==> config.mk <==
export PLATFORM = sky130hd
export DESIGN_NAME = command_serializer
export DESIGN_NICKNAME = d
export VERILOG_FILES = /design/src/rtl/command_serializer.sv
export SDC_FILE = /design/constraint.sdc
export NUM_CORES = 1
export LEC_CHECK = 0
export BUFFER_PORTS_ARGS = -buffer_cell sky130_fd_sc_hd__buf_4
export CORE_MARGIN = 1.5
export CORE_UTILIZATION = 37
export CTS_BUF_LIST = sky130_fd_sc_hd__clkbuf_4 sky130_fd_sc_hd__clkbuf_8 sky130_fd_sc_hd__clkbuf_16
export DETAILED_ROUTE_END_ITERATION = 12
export SYNTH_ARGS = -nofsm -noshare
export SYNTH_HDL_FRONTEND = slang
export SYNTH_SLANG_ARGS = --single-unit
==> constraint.sdc <==
create_clock -name clk -period 2 [get_ports clk]
set_input_delay 0.4 -clock clk [delete_from_list [all_inputs] [get_ports clk]]
set_output_delay 0.4 -clock clk [all_outputs]
set_load 0.03 [all_outputs]
==> src/rtl/command_serializer.sv <==
// command_serializer: streams a latched controller command out as bytes (MSB first per field),
// with one idle gap cycle after every consumed byte. Define SERIALIZER_TIMEOUT_EN for the ack-timeout abort.
module command_serializer #(
    parameter int data_width     = 16,
    parameter int instr_width    = 32,
    parameter int timeout_cycles = 1024
) (
    input  logic                    clk,
    input  logic                    reset,
    input  logic                    cmd_valid,
    output logic                    cmd_ready,
    input  logic [7:0]              cmd_opcode,
    input  logic [7:0]              cmd_block,
    input  logic [7:0]              cmd_reg,
    input  logic [data_width-1:0]   cmd_data,
    input  logic [instr_width-1:0]  cmd_instr,
    input  logic [2*data_width-1:0] cmd_delay,
    output logic [7:0]              out_byte,
    output logic                    out_valid,
    input  logic                    out_next,
    output logic                    busy,
    output logic                    done,
    output logic                    invalid,
    output logic                    timeout
);

    // Controller command codes; bit 3 selects the target pipeline for per-pipeline commands.
    localparam logic [7:0] PIPE_SEL                   = 8'h08;
    localparam logic [7:0] CMD_WRITE_BLOCK_INSTR      = 8'h01;
    localparam logic [7:0] CMD_WRITE_BLOCK_REG        = 8'h02;
    localparam logic [7:0] CMD_UPDATE_BLOCK_REG       = 8'h03;
    localparam logic [7:0] CMD_ALLOC_DELAY            = 8'h04;
    localparam logic [7:0] CMD_SET_INPUT_GAIN         = 8'h05;
    localparam logic [7:0] CMD_SET_OUTPUT_GAIN        = 8'h06;
    localparam logic [7:0] CMD_RESET_PIPELINE         = 8'h07;
    localparam logic [7:0] CMD_COMMIT_REG_UPDATES     = 8'h10;
    localparam logic [7:0] CMD_SWAP_PIPELINES         = 8'h11;

    localparam int DATA_BYTES  = data_width / 8;
    localparam int INSTR_BYTES = instr_width / 8;
    localparam int DELAY_BYTES = 2 * DATA_BYTES;
    localparam int MAX_BYTES   = (INSTR_BYTES > DELAY_BYTES) ? INSTR_BYTES : DELAY_BYTES;
    localparam int CNT_W       = (MAX_BYTES > 1) ? $clog2(MAX_BYTES) : 1;

    if ((data_width % 8) != 0 || (instr_width % 8) != 0 || data_width < 8 ||
        instr_width < 8 || timeout_cycles < 1) begin : g_param_check
        $error("command_serializer: widths must be non-zero multiples of 8, timeout_cycles >= 1");
    end

    typedef enum logic [2:0] {IDLE, OPCODE, BLOCK, REG, DATA, INSTR, DELAY, GAP} state_t;
    typedef enum logic [2:0] {K_OPONLY, K_INSTR, K_REG, K_DELAY, K_GAIN, K_BAD} kind_t;

    state_t                  state, state_n, ret_state, ret_n, nxt_field;
    kind_t                   kind_q;
    logic [CNT_W-1:0]        cnt, cnt_n;
    logic [7:0]              byte_n, ret_byte;
    logic                    done_n, invalid_n, accept, last_byte;
    logic [7:0]              blk_q, reg_q;
    logic [data_width-1:0]   data_q, data_sh;
    logic [instr_width-1:0]  instr_q, instr_sh;
    logic [2*data_width-1:0] delay_q, delay_sh;

`ifdef SERIALIZER_TIMEOUT_EN
    localparam int TMO_W = $clog2(timeout_cycles + 1);
    localparam logic [TMO_W-1:0] TMO_LAST = TMO_W'(timeout_cycles - 1);
    logic [TMO_W-1:0] tmo_cnt;
    logic             timeout_n, timeout_q;
`endif

    function automatic kind_t decode(input logic [7:0] op);
        case (op)
            CMD_WRITE_BLOCK_INSTR, CMD_WRITE_BLOCK_INSTR | PIPE_SEL:  return K_INSTR;
            CMD_WRITE_BLOCK_REG,   CMD_WRITE_BLOCK_REG | PIPE_SEL,
            CMD_UPDATE_BLOCK_REG,  CMD_UPDATE_BLOCK_REG | PIPE_SEL:   return K_REG;
            CMD_ALLOC_DELAY,       CMD_ALLOC_DELAY | PIPE_SEL:        return K_DELAY;
            CMD_SET_INPUT_GAIN,    CMD_SET_INPUT_GAIN | PIPE_SEL,
            CMD_SET_OUTPUT_GAIN,   CMD_SET_OUTPUT_GAIN | PIPE_SEL:    return K_GAIN;
            CMD_RESET_PIPELINE,    CMD_RESET_PIPELINE | PIPE_SEL,
            CMD_COMMIT_REG_UPDATES, CMD_SWAP_PIPELINES:               return K_OPONLY;
            default:                                                  return K_BAD;
        endcase
    endfunction

    function automatic int field_bytes(input state_t f);
        case (f)
            DATA:    return DATA_BYTES;
            INSTR:   return INSTR_BYTES;
            DELAY:   return DELAY_BYTES;
            default: return 1;
        endcase
    endfunction

    // Field that follows f for a command of kind k; IDLE means f was the last field.
    function automatic state_t next_field(input state_t f, input kind_t k);
        state_t nf;
        nf = IDLE;
        case (f)
            OPCODE: begin
                if (k == K_INSTR || k == K_REG)        nf = BLOCK;
                else if (k == K_DELAY || k == K_GAIN)  nf = DATA;
            end
            BLOCK:  nf = (k == K_INSTR) ? INSTR : REG;
            REG:    nf = DATA;
            DATA:   if (k == K_DELAY) nf = DELAY;
            default: nf = IDLE;
        endcase
        return nf;
    endfunction

    assign cmd_ready = (state == IDLE);
    assign busy      = (state != IDLE);
    assign out_valid = (state != IDLE) && (state != GAP);

    // cnt already holds the index of the byte about to be presented when in GAP.
    assign data_sh  = data_q  >> (8 * (DATA_BYTES  - 1 - int'(cnt)));
    assign instr_sh = instr_q >> (8 * (INSTR_BYTES - 1 - int'(cnt)));
    assign delay_sh = delay_q >> (8 * (DELAY_BYTES - 1 - int'(cnt)));

    always_comb begin
        ret_byte = out_byte;
        case (ret_state)
            BLOCK:   ret_byte = blk_q;
            REG:     ret_byte = reg_q;
            DATA:    ret_byte = data_sh[7:0];
            INSTR:   ret_byte = instr_sh[7:0];
            DELAY:   ret_byte = delay_sh[7:0];
            default: ret_byte = out_byte;
        endcase
    end

    always_comb begin
        state_n   = state;
        ret_n     = ret_state;
        cnt_n     = cnt;
        byte_n    = out_byte;
        done_n    = 1'b0;
        invalid_n = 1'b0;
        accept    = 1'b0;
        nxt_field = next_field(state, kind_q);
        last_byte = (int'(cnt) == field_bytes(state) - 1);
`ifdef SERIALIZER_TIMEOUT_EN
        timeout_n = 1'b0;
`endif
        case (state)
            IDLE: begin
                if (cmd_valid) begin
                    accept = 1'b1;
                    if (decode(cmd_opcode) == K_BAD) begin
                        invalid_n = 1'b1;
                    end else begin
                        state_n = OPCODE;
                        byte_n  = cmd_opcode;
                        cnt_n   = '0;
                    end
                end
            end
            GAP: begin
                state_n = ret_state;
                byte_n  = ret_byte;
            end
            default: begin
                if (out_next) begin
                    state_n = GAP;
                    if (last_byte) begin
                        ret_n  = nxt_field;
                        cnt_n  = '0;
                        done_n = (nxt_field == IDLE);
                    end else begin
                        ret_n  = state;
                        cnt_n  = cnt + 1'b1;
                    end
                end
`ifdef SERIALIZER_TIMEOUT_EN
                else if (tmo_cnt == TMO_LAST) begin
                    state_n   = IDLE;
                    ret_n     = IDLE;
                    cnt_n     = '0;
                    timeout_n = 1'b1;
                end
`endif
            end
        endcase
    end

    always_ff @(posedge clk or negedge reset) begin
        if (!reset) begin
            state     <= IDLE;
            ret_state <= IDLE;
            cnt       <= '0;
            out_byte  <= '0;
            done      <= 1'b0;
            invalid   <= 1'b0;
        end else begin
            state     <= state_n;
            ret_state <= ret_n;
            cnt       <= cnt_n;
            out_byte  <= byte_n;
            done      <= done_n;
            invalid   <= invalid_n;
        end
    end

    // Command fields are captured once so upstream may change them while the command streams.
    always_ff @(posedge clk or negedge reset) begin
        if (!reset) begin
            kind_q  <= K_OPONLY;
            blk_q   <= '0;
            reg_q   <= '0;
            data_q  <= '0;
            instr_q <= '0;
            delay_q <= '0;
        end else if (accept) begin
            kind_q  <= decode(cmd_opcode);
            blk_q   <= cmd_block;
            reg_q   <= cmd_reg;
            data_q  <= cmd_data;
            instr_q <= cmd_instr;
            delay_q <= cmd_delay;
        end
    end

`ifdef SERIALIZER_TIMEOUT_EN
    always_ff @(posedge clk or negedge reset) begin
        if (!reset) begin
            tmo_cnt   <= '0;
            timeout_q <= 1'b0;
        end else begin
            timeout_q <= timeout_n;
            if (out_valid && !out_next) tmo_cnt <= tmo_cnt + 1'b1;
            else                        tmo_cnt <= '0;
        end
    end
    assign timeout = timeout_q;
`else
    assign timeout = 1'b0;
`endif

endmodule

==> impl_metrics.ini, run 1 <==
[synthesis]
yosysWarnings = 0
synth_area_um2 = 5560
syn_nets = 721
post_synth.cell_area_avg_um2 = 9.09
synth-edff-count = 0
ys_ff_latch = 117
yosys_most_used_dff = dfrtp_1
synth_cell_type_count = 54
async_reset_ff_share_pct = 100
synth_cells = 612
yosysSeqAreaShare_pct = 52.6

[setup_path]
ff2ff_path_depth = 6
path_buf_inv = 2
r2r-end = out_byte[1]
cp_cell_sequence = buf_4 -> and3_4 -> nor2_2 -> buf_4
startpoint = state[1]
required_ps = 1600
crit_path_end_kind = output pin
cpMostUsedCell = buf_4
slowest_delay_ps = 370
r2r_start = ret_state[1]
cp_top_family = simple AND/OR/NAND/NOR gates
crit_fanout = 15
worstSetupEndpoint = out_valid
critPathArrivalTime_ps = 1560
critPathKind = reg -> out
crit_cells = 4
critPathLaunchType = flop
crit_slowest_cell = dfrtp_1
r2r_setup_slack_ps = 90

[outcome]
status = completed

[layout]
fillers = 1344
num-nets-final = 850
drive_gt1_share_pct = 28.4
area_growth_syn_to_layout_pct = 34.7
antenna_cells = 0
fin_util_pct = 51.3

[hold_path]
holdCritPathClass = in -> reg

[clock_network]
root_buffer = clkbuf_16
cts_num_sinks = 117
insertion_delay_ps = 420
cts.clk_slew.worst_paths_ps = 50
cts_inserted_buffers = 17
h-tree-depth = 4
cts_tree = done
cts_buffer_depth = 2

[timing]
relSlewSlack_pct = 59.6
slew_violations = 0
layout_setup_ws_ps = 38.5
rsz0062_at_grt = false
setup_tns_ps = 0
skew_ps = 5.46
tightest_slew_ps = 604
fmax_mhz = 510
fin_crit_sh_pct = 98.1
finalHoldViolations = 0
min_period_ps = 1960
setup_viol = 0

[die]
pin_count = 122
die_h_um = 126
dieArea_um2 = 15800
core_area_um2 = 14600
die_w_um = 126
num_rows = 44
start_util_pct = 38.1

[placement]
gp_congestion = 0.824
pre_cts_ws_ps = -112
io_buffers = 120
dp_hpwl_mm = 10.7

[power]
irDropWorstVdd_mv = 0.663
power.density_nw_per_um2 = 1560
leakage_nw = 3.83

[grt]
first_global_vias = 4928
grt_antenna_before_repair = 0
grt_pass1_wl_mm = 24.9
grt_start_max_net_pins = 99
overflow = 0
grt_usage_pct = 20.3

[route]
drt_iter0_markers = 378
wire_per_inst_um = 16.1
ant_nets = 0
wl_mm = 15.1
viasPerCell = 5.04
drc = 0
vias = 4727
drtPass1Iterations = 5

[flow_run]
maxCapViolCount = 0
==> what timing repair did <==
| item | 4_1_cts | 5_1_grt |
|---|---|---|
| resized for setup | 4 | 5 |
| endpoints found under the hold margin | 35 | 0 |
| pin swaps | 0 | 2 |
| endpoints found under the setup margin | 9 | 7 |
| hold buffers | 1 | 0 |
| buffers inserted | 3 | 0 |
==> layout by cell type (no fill, tap or decap), drive strengths merged, types with 2 or more instances in the layout <==
| cell | synthesis | layout |
|---|---|---|
| o22a | 2 | 2 |
| nand3 | 5 | 5 |
| clkbuf | 26 | 24 |
| and3b | 3 | 3 |
| inv | 5 | 5 |
| clkinvlp | 0 | 2 |
| buf | 15 | 150 |
| o21ai | 16 | 16 |
| a22oi | 9 | 9 |
| nor3b | 3 | 3 |
| a2bb2oi | 2 | 2 |
| xnor2 | 2 | 2 |
| dfrtp | 117 | 117 |
| mux4 | 16 | 16 |
| a21o | 5 | 5 |
| a31oi | 2 | 2 |
| a221oi | 10 | 10 |
| nand2b | 2 | 2 |
| nor3 | 3 | 3 |
| nor2 | 18 | 18 |
| bufinv | 0 | 4 |
| mux2i | 11 | 11 |
| or3 | 2 | 2 |
| a211oi | 4 | 4 |
| and3 | 2 | 2 |
| clkinv | 0 | 2 |
| a21oi | 8 | 8 |
| a22o | 3 | 3 |
| nand2 | 302 | 302 |
==> per-layer routing <==
| metal | up-vias | track usage (%) | share of wire (%) | routed length (µm) |
|---|---|---|---|---|
| met5 | - | 0 | 0 | 0 |
| met4 | 0 | 8.42 | 2.2 | 328 |
| met3 | 23 | 5.91 | 5.6 | 841 |
| met2 | 141 | 32.4 | 49 | 7480 |
| met1 | 2274 | 25.9 | 43 | 6460 |
| li1 | 2289 | - | - | - |
==> Yosys cell counts (3+ instances only) <==
master / count / share of area [%]
nand2_1: 302 / 20
dfrtp_1: 117 / 53
clkbuf_1: 25 / 1.7
nor2_1: 18 / 1.2
mux4_2: 16 / 6.5
o21ai_0: 15 / 1.3
mux2i_1: 11 / 2.0
a221oi_1: 10 / 1.6
buf_2: 10 / 0.90
a21oi_1: 8 / 0.72
a22oi_1: 8 / 1.1
a21o_1: 5 / 0.67
a211oi_1: 4 / 0.54
inv_1: 4 / 0.27
nand3_1: 4 / 0.36
a22o_1: 3 / 0.47
and3b_1: 3 / 0.47
buf_6: 3 / 0.61
nor3_1: 3 / 0.27
nor3b_1: 3 / 0.40
==> flip-flops by register name, summed over array words and instances, names as in the netlist <==
register and count:
instr_q 32, done 1, reg_q 8, cnt 2, out_byte 8, blk_q 8, invalid 1, state 3
ret_state 3, kind_q 3, data_q 16, delay_q 32
==> area by class of cell <==
type / instances / area (µm²) / share of cell area, %
repair buffers: 151 / 1210 / 16.2
clock buffers: 24 / 503 / 6.71
multi-input cells: 449 / 2450 / 32.7
flip-flops and latches: 117 / 2930 / 39.1
clock inverters: 8 / 145 / 1.94
well taps: 184 / 230 / 3.07
inverters: 5 / 23.8 / 0.317
==> worst min-delay path by stage <==
| stage | startpoint | end | slack (ps) | cells after the start |
|---|---|---|---|---|
| floorplan | reset | blk_q[0] | 100 | 0 |
| global placement | reset | delay_q[19] | 410 | 1 |
| detailed placement | reset | delay_q[19] | 410 | 1 |
| CTS | cmd_data[7] | data_q[7] | 150 | 3 |
| global route | cmd_reg[0] | reg_q[0] | 150 | 3 |
| finish | cmd_data[7] | data_q[7] | 170 | 3 |
==> cell families (layout without fill, tap and decap cells) <==
logic type / Yosys count / in the layout / share of synthesized area (%)
compound gates: 70 / 70 / 9.09
buf+inv: 46 / 188 / 3.82
flops: 117 / 117 / 52.6
other cells: 1 / 1 / 0.0674
mux: 27 / 27 / 8.46
fa+ha+maj: 1 / 1 / 0.225
simple gates: 347 / 347 / 25.2
xor+xnor: 3 / 3 / 0.473
==> tightest hold or removal path, stage by stage <==
cell and delay [ps]:
buf_4 80, nand2_1 40, nand2_1 40
==> metrics by stage <==
step	cell area [µm²]	total power [mW]	hold slack [ps]	std cells
finish	7490	11.7	168	938
global route	7490	12.5	154	938
CTS	7480	11.8	152	938
detailed placement	6760	8.29	413	902
global placement	6760	8.16	405	902
floorplan	5560	6.84	104	612
==> report_power, final <==
group | internal [mW] | switching [mW] | leakage (nW) | total (mW)
logic | 1.98 | 2.26 | 2.07 | 4.24
clock network | 2.25 | 1.06 | 0.317 | 3.31
registers | 3.48 | 0.674 | 1.44 | 4.16
total | 7.72 | 3.99 | 3.83 | 11.7
No activity file was read; power rests on OpenSTA's default activity.
==> run 2: changes to the inputs <==
==> constraint.sdc (replaced) <==
create_clock -name clk -period 2 [get_ports clk]
set_input_delay 0 -clock clk [delete_from_list [all_inputs] [get_ports clk]]
set_output_delay 0 -clock clk [all_outputs]
set_load 0.03 [all_outputs]
==> impl_metrics.ini, run 2 (synthesis results as in run 1) <==
[outcome]
status = completed

[layout]
area_growth_syn_to_layout_pct = 51.2
top_regs = delay_q x32, instr_q x32, data_q x16
fillers = 1247
layout_commonest_cell = nand2_1
antenna_cells = 0
mostFrequentLayoutCells = nand2_1 (301), buf_4 (138), dfrtp_1 (117), dlygate4sd3_1 (106)
drive_gt1_share_pct = 24.4
num-nets-final = 949

[timing]
finalHoldViolations = 0
fin_crit_sh_pct = 95.0
tightest_slew_ps = 635
fmax_mhz = 526
rsz0062_at_grt = false
slew_violations = 0
setup_tns_ps = 0
skew_ps = 8.98
min_period_ps = 1900
setup_viol = 0
relSlewSlack_pct = 57.7
layout_setup_ws_ps = 99.1

[clock_network]
insertion_delay_ps = 420
cts_tree = done
cts.clk_slew.worst_paths_ps = 50
root_buffer = clkbuf_16
cts_inserted_buffers = 17
cts_num_sinks = 117
h-tree-depth = 4
cts_buffer_depth = 2

[power]
irDropWorstVdd_mv = 0.786
power.density_nw_per_um2 = 1370
leakage_nw = 4.20

[route]
wire_per_inst_um = 16.0
drt_iter0_markers = 368
vias = 5142
drtPass1Iterations = 6
wl_mm = 16.5
viasPerCell = 4.98
drc = 0
ant_nets = 0

[grt]
grt_antenna_before_repair = 0
first_global_vias = 5348
overflow = 0
grt_usage_pct = 22.2
grt_pass1_wl_mm = 26.7
grt_start_max_net_pins = 98

[die]
pin_count = 122
num_rows = 44
core_area_um2 = 14600
start_util_pct = 38.1
die_h_um = 126
die_w_um = 126
dieArea_um2 = 15800

[placement]
io_buffers = 120
dp_hpwl_mm = 11.2
gp_congestion = 0.884
pre_cts_ws_ps = -89.0

[setup_path]
r2r-end = out_byte[3]
crit_fanout = 8
critPathLaunchType = flop
critPathArrivalTime_ps = 2210
r2r_start = ret_state[1]
ff2ff_path_depth = 6
worstSetupEndpoint = out_byte[3]
startpoint = ret_state[1]
critPathKind = reg -> reg
required_ps = 2310
crit_path_end_kind = flop
r2r_setup_slack_ps = 100

[hold_path]
hold_start = cmd_opcode[0]
holdCritPathClass = in -> reg
min_path_cells = 4

[flow_run]
maxCapViolCount = 0
==> run 2: metrics by stage <==
| stage | instances | util (%) | hold slack [ps] | cell area, µm² | total power [mW] |
|---|---|---|---|---|---|
| after global placement | 896 | 46.1 | 52.6 | 6720 | 8.29 |
| after detailed placement | 896 | 46.1 | 63.9 | 6720 | 8.34 |
| after CTS | 1033 | 57.4 | 39.4 | 8380 | 11.6 |
| after floorplan | 612 | - | -296 | 5560 | 6.84 |
| after global routing | 1033 | 57.6 | 60.6 | 8410 | 12.3 |
| final | 1033 | 57.6 | 50.1 | 8410 | 11.5 |
==> run 2: how the worst min path moves through the flow <==
stage	endpoint	slack (ps)
2_1_floorplan	blk_q[0]	-300
3_3_place_gp	instr_q[27]	50
3_5_place_dp	instr_q[27]	60
4_1_cts	kind_q[0]	40
5_1_grt	kind_q[0]	60
6_report	out_byte[0]	50
==> run 2: power breakdown <==
part / internal [mW] / total [mW] / switching [mW]
Sequential: 3.49 / 4.30 / 0.811
Clock: 1.92 / 2.91 / 0.999
Combinational: 2.11 / 4.33 / 2.22
==> run 2: layer usage <==
layer / vias to the layer above / GRT usage [%] / routed length (µm)
met1: 2487 / 28.2 / 7080
met3: 27 / 4.45 / 638
met5: - / 0 / 0
li1: 2484 / - / -
met4: 0 / 9.22 / 398
met2: 144 / 37.0 / 8370
==> run 2: layout make-up <==
class / instances / area [µm²] / share of cell area [%]
inverter: 5 / 21.3 / 0.253
clock buffer: 23 / 483 / 5.74
sequential: 117 / 2930 / 34.8
multi-input combinational: 449 / 2460 / 29.3
timing repair buffer: 250 / 2210 / 26.3
tap: 184 / 230 / 2.74
clock inverter: 5 / 77.6 / 0.923
==> run 2: worst max-delay path, cell delays in order, from the launching register on <==
cell,delay [ps]
dfrtp_1,460
nand3b_4,140
buf_12,140
mux4_2,520
a22oi_2,240
a211oi_1,120
a21o_1,180
==> run 2: repair_timing <==
item | 4_1_cts | 5_1_grt
buffers inserted | 3 | 0
pin swaps | 1 | 0
hold endpoints to repair | 147 | 0
resized for setup | 1 | 8
hold buffers | 106 | 0
setup endpoints to repair | 5 | 8
==> run 3: changes to the inputs <==
Settings changed: CORE_UTILIZATION 37 to 49, PLACE_DENSITY set to 0.76.
==> impl_metrics.ini, run 3 (synthesis results as in run 1) <==
[outcome]
status = completed

[grt]
grt_pass1_wl_mm = 26.8
grt_start_max_net_pins = 66
overflow = 0
grt_antenna_before_repair = 0
grt_usage_pct = 30.2
first_global_vias = 5344

[layout]
num-nets-final = 944
top_regs = delay_q x32, instr_q x32, data_q x16
final_area_um2 = 8290
layout_commonest_cell = nand2_1
area_growth_syn_to_layout_pct = 49.1
mostFrequentLayoutCells = nand2_1 (301), buf_4 (137), dfrtp_1 (117), dlygate4sd3_1 (102), nor2_1 (18)
antenna_cells = 0
drive_gt1_share_pct = 24.6

[setup_path]
required_ps = 2280
critPathArrivalTime_ps = 2210
critPathLaunchType = flop
r2r_start = ret_state[1]
startpoint = ret_state[1]
crit_fanout = 16
crit_path_end_kind = flop
ff2ff_path_depth = 6
r2r-end = out_byte[7]
r2r_setup_slack_ps = 70
critPathKind = reg -> reg
worstSetupEndpoint = out_byte[7]

[route]
vias = 5312
viasPerCell = 5.38
ant_nets = 0
drt_iter0_markers = 401
drc = 0
wl_mm = 16.8
wire_per_inst_um = 17.0
drtPass1Iterations = 5

[clock_network]
cts_num_sinks = 117
cts_inserted_buffers = 17
h-tree-depth = 4
cts_buffer_depth = 2
root_buffer = clkbuf_16
insertion_delay_ps = 400
cts.clk_slew.worst_paths_ps = 50
cts_tree = done

[timing]
fmax_mhz = 518
setup_viol = 0
relSlewSlack_pct = 59.3
setup_tns_ps = 0
skew_ps = 12.6
tightest_slew_ps = 610
finalHoldViolations = 0
rsz0062_at_grt = false
worst_hold_slack_ps = 8.91
fin_crit_sh_pct = 96.5
slew_violations = 0
min_period_ps = 1930

[die]
num_rows = 38
core_area_um2 = 10900
pin_count = 122
dieArea_um2 = 12000
die_h_um = 110
die_w_um = 110
start_util_pct = 50.9

[power]
p_int_mw = 7.22
p_sw_mw = 4.17
irDropWorstVdd_mv = 1.33
power.density_nw_per_um2 = 1370
combPwrFrac_pct = 38.6
power_frac_clock_pct = 23.7
switching_share_pct = 36.7
seq_power_share_pct = 37.7
leakage_nw = 4.17

[placement]
placed_cell_area_um2 = 6680
io_buffers = 120
dp_hpwl_mm = 10.4
gp_congestion = 0.883

[hold_path]
holdCritPathClass = in -> reg
hold_start = cmd_opcode[6]

[flow_run]
maxCapViolCount = 0
==> run 3: cell types whose count changed in the layout (fill, tap and decap cells not counted), sizes merged <==
cell,before,now
clkinv,2,8
dlygate4sd3,106,102
clkbuf,23,20
bufinv,2,0
clkinvlp,1,3
buf,144,143
inv,5,6
==> run 3: worst min path at each step <==
| stage | endpoint | slack (ps) | cells after the start |
|---|---|---|---|
| after floorplan | blk_q[0] | -300 | 0 |
| after global placement | delay_q[15] | 50 | 1 |
| after detailed placement | delay_q[8] | 50 | 1 |
| after CTS | kind_q[1] | 2 | 3 |
| after global routing | kind_q[1] | 40 | 3 |
| final | kind_q[1] | 9 | 3 |
==> run 3: cell type report <==
type,count,area (µm²)
flip-flops and latches,117,2930
fillers,683,2650
multi-input cells,449,2460
repair buffers,245,2170
clock buffers,20,454
well taps,140,175
clock inverters,12,82.6
inverters,5,21.3
==> run 3: worst max-delay path: stages, from the launching register on <==
cell      delay (ps)
dfrtp_1          440
nand3b_4         110
buf_12           180
mux4_2           530
a22oi_1          240
nand3_1          120
a22o_1           190
==> run 3: layer usage <==
layer	share of wire (%)	vias up	global-route usage, %	wire length [µm]
met2	51	229	50.7	8550
met3	6.3	40	5.81	1060
met4	3.0	0	12.7	502
met1	40	2571	38.3	6720
li1	-	2472	-	-
met5	0	-	0	0
==> run 3: what timing repair did <==
action,CTS,global route
resized for setup,0,7
hold buffers,102,0
setup endpoints to repair,4,7
setup buffers,1,0
hold endpoints to repair,144,0
==> run 3: power by group through the flow <==
stage / combinational (mW) / clock [mW] / sequential (mW)
6_report: 4.39 / 2.70 / 4.30
5_1_grt: 4.82 / 2.85 / 4.39
4_1_cts: 4.29 / 2.71 / 4.25
3_5_place_dp: 4.04 / 0 / 4.26
3_3_place_gp: 3.92 / 0 / 4.25
2_1_floorplan: 2.74 / 0 / 4.10
==> run 3: through the flow <==
step / instances / worst slack, ps / util [%] / total power [mW]
final: 988 / 69.6 / 75.8 / 11.4
after global routing: 988 / 4.59 / 75.8 / 12.1
after CTS: 988 / 27.1 / 75.5 / 11.2
after detailed placement: 853 / 12.5 / 61.1 / 8.29
after global placement: 853 / 64.3 / 61.1 / 8.17
after floorplan: 612 / 13.5 / - / 6.84
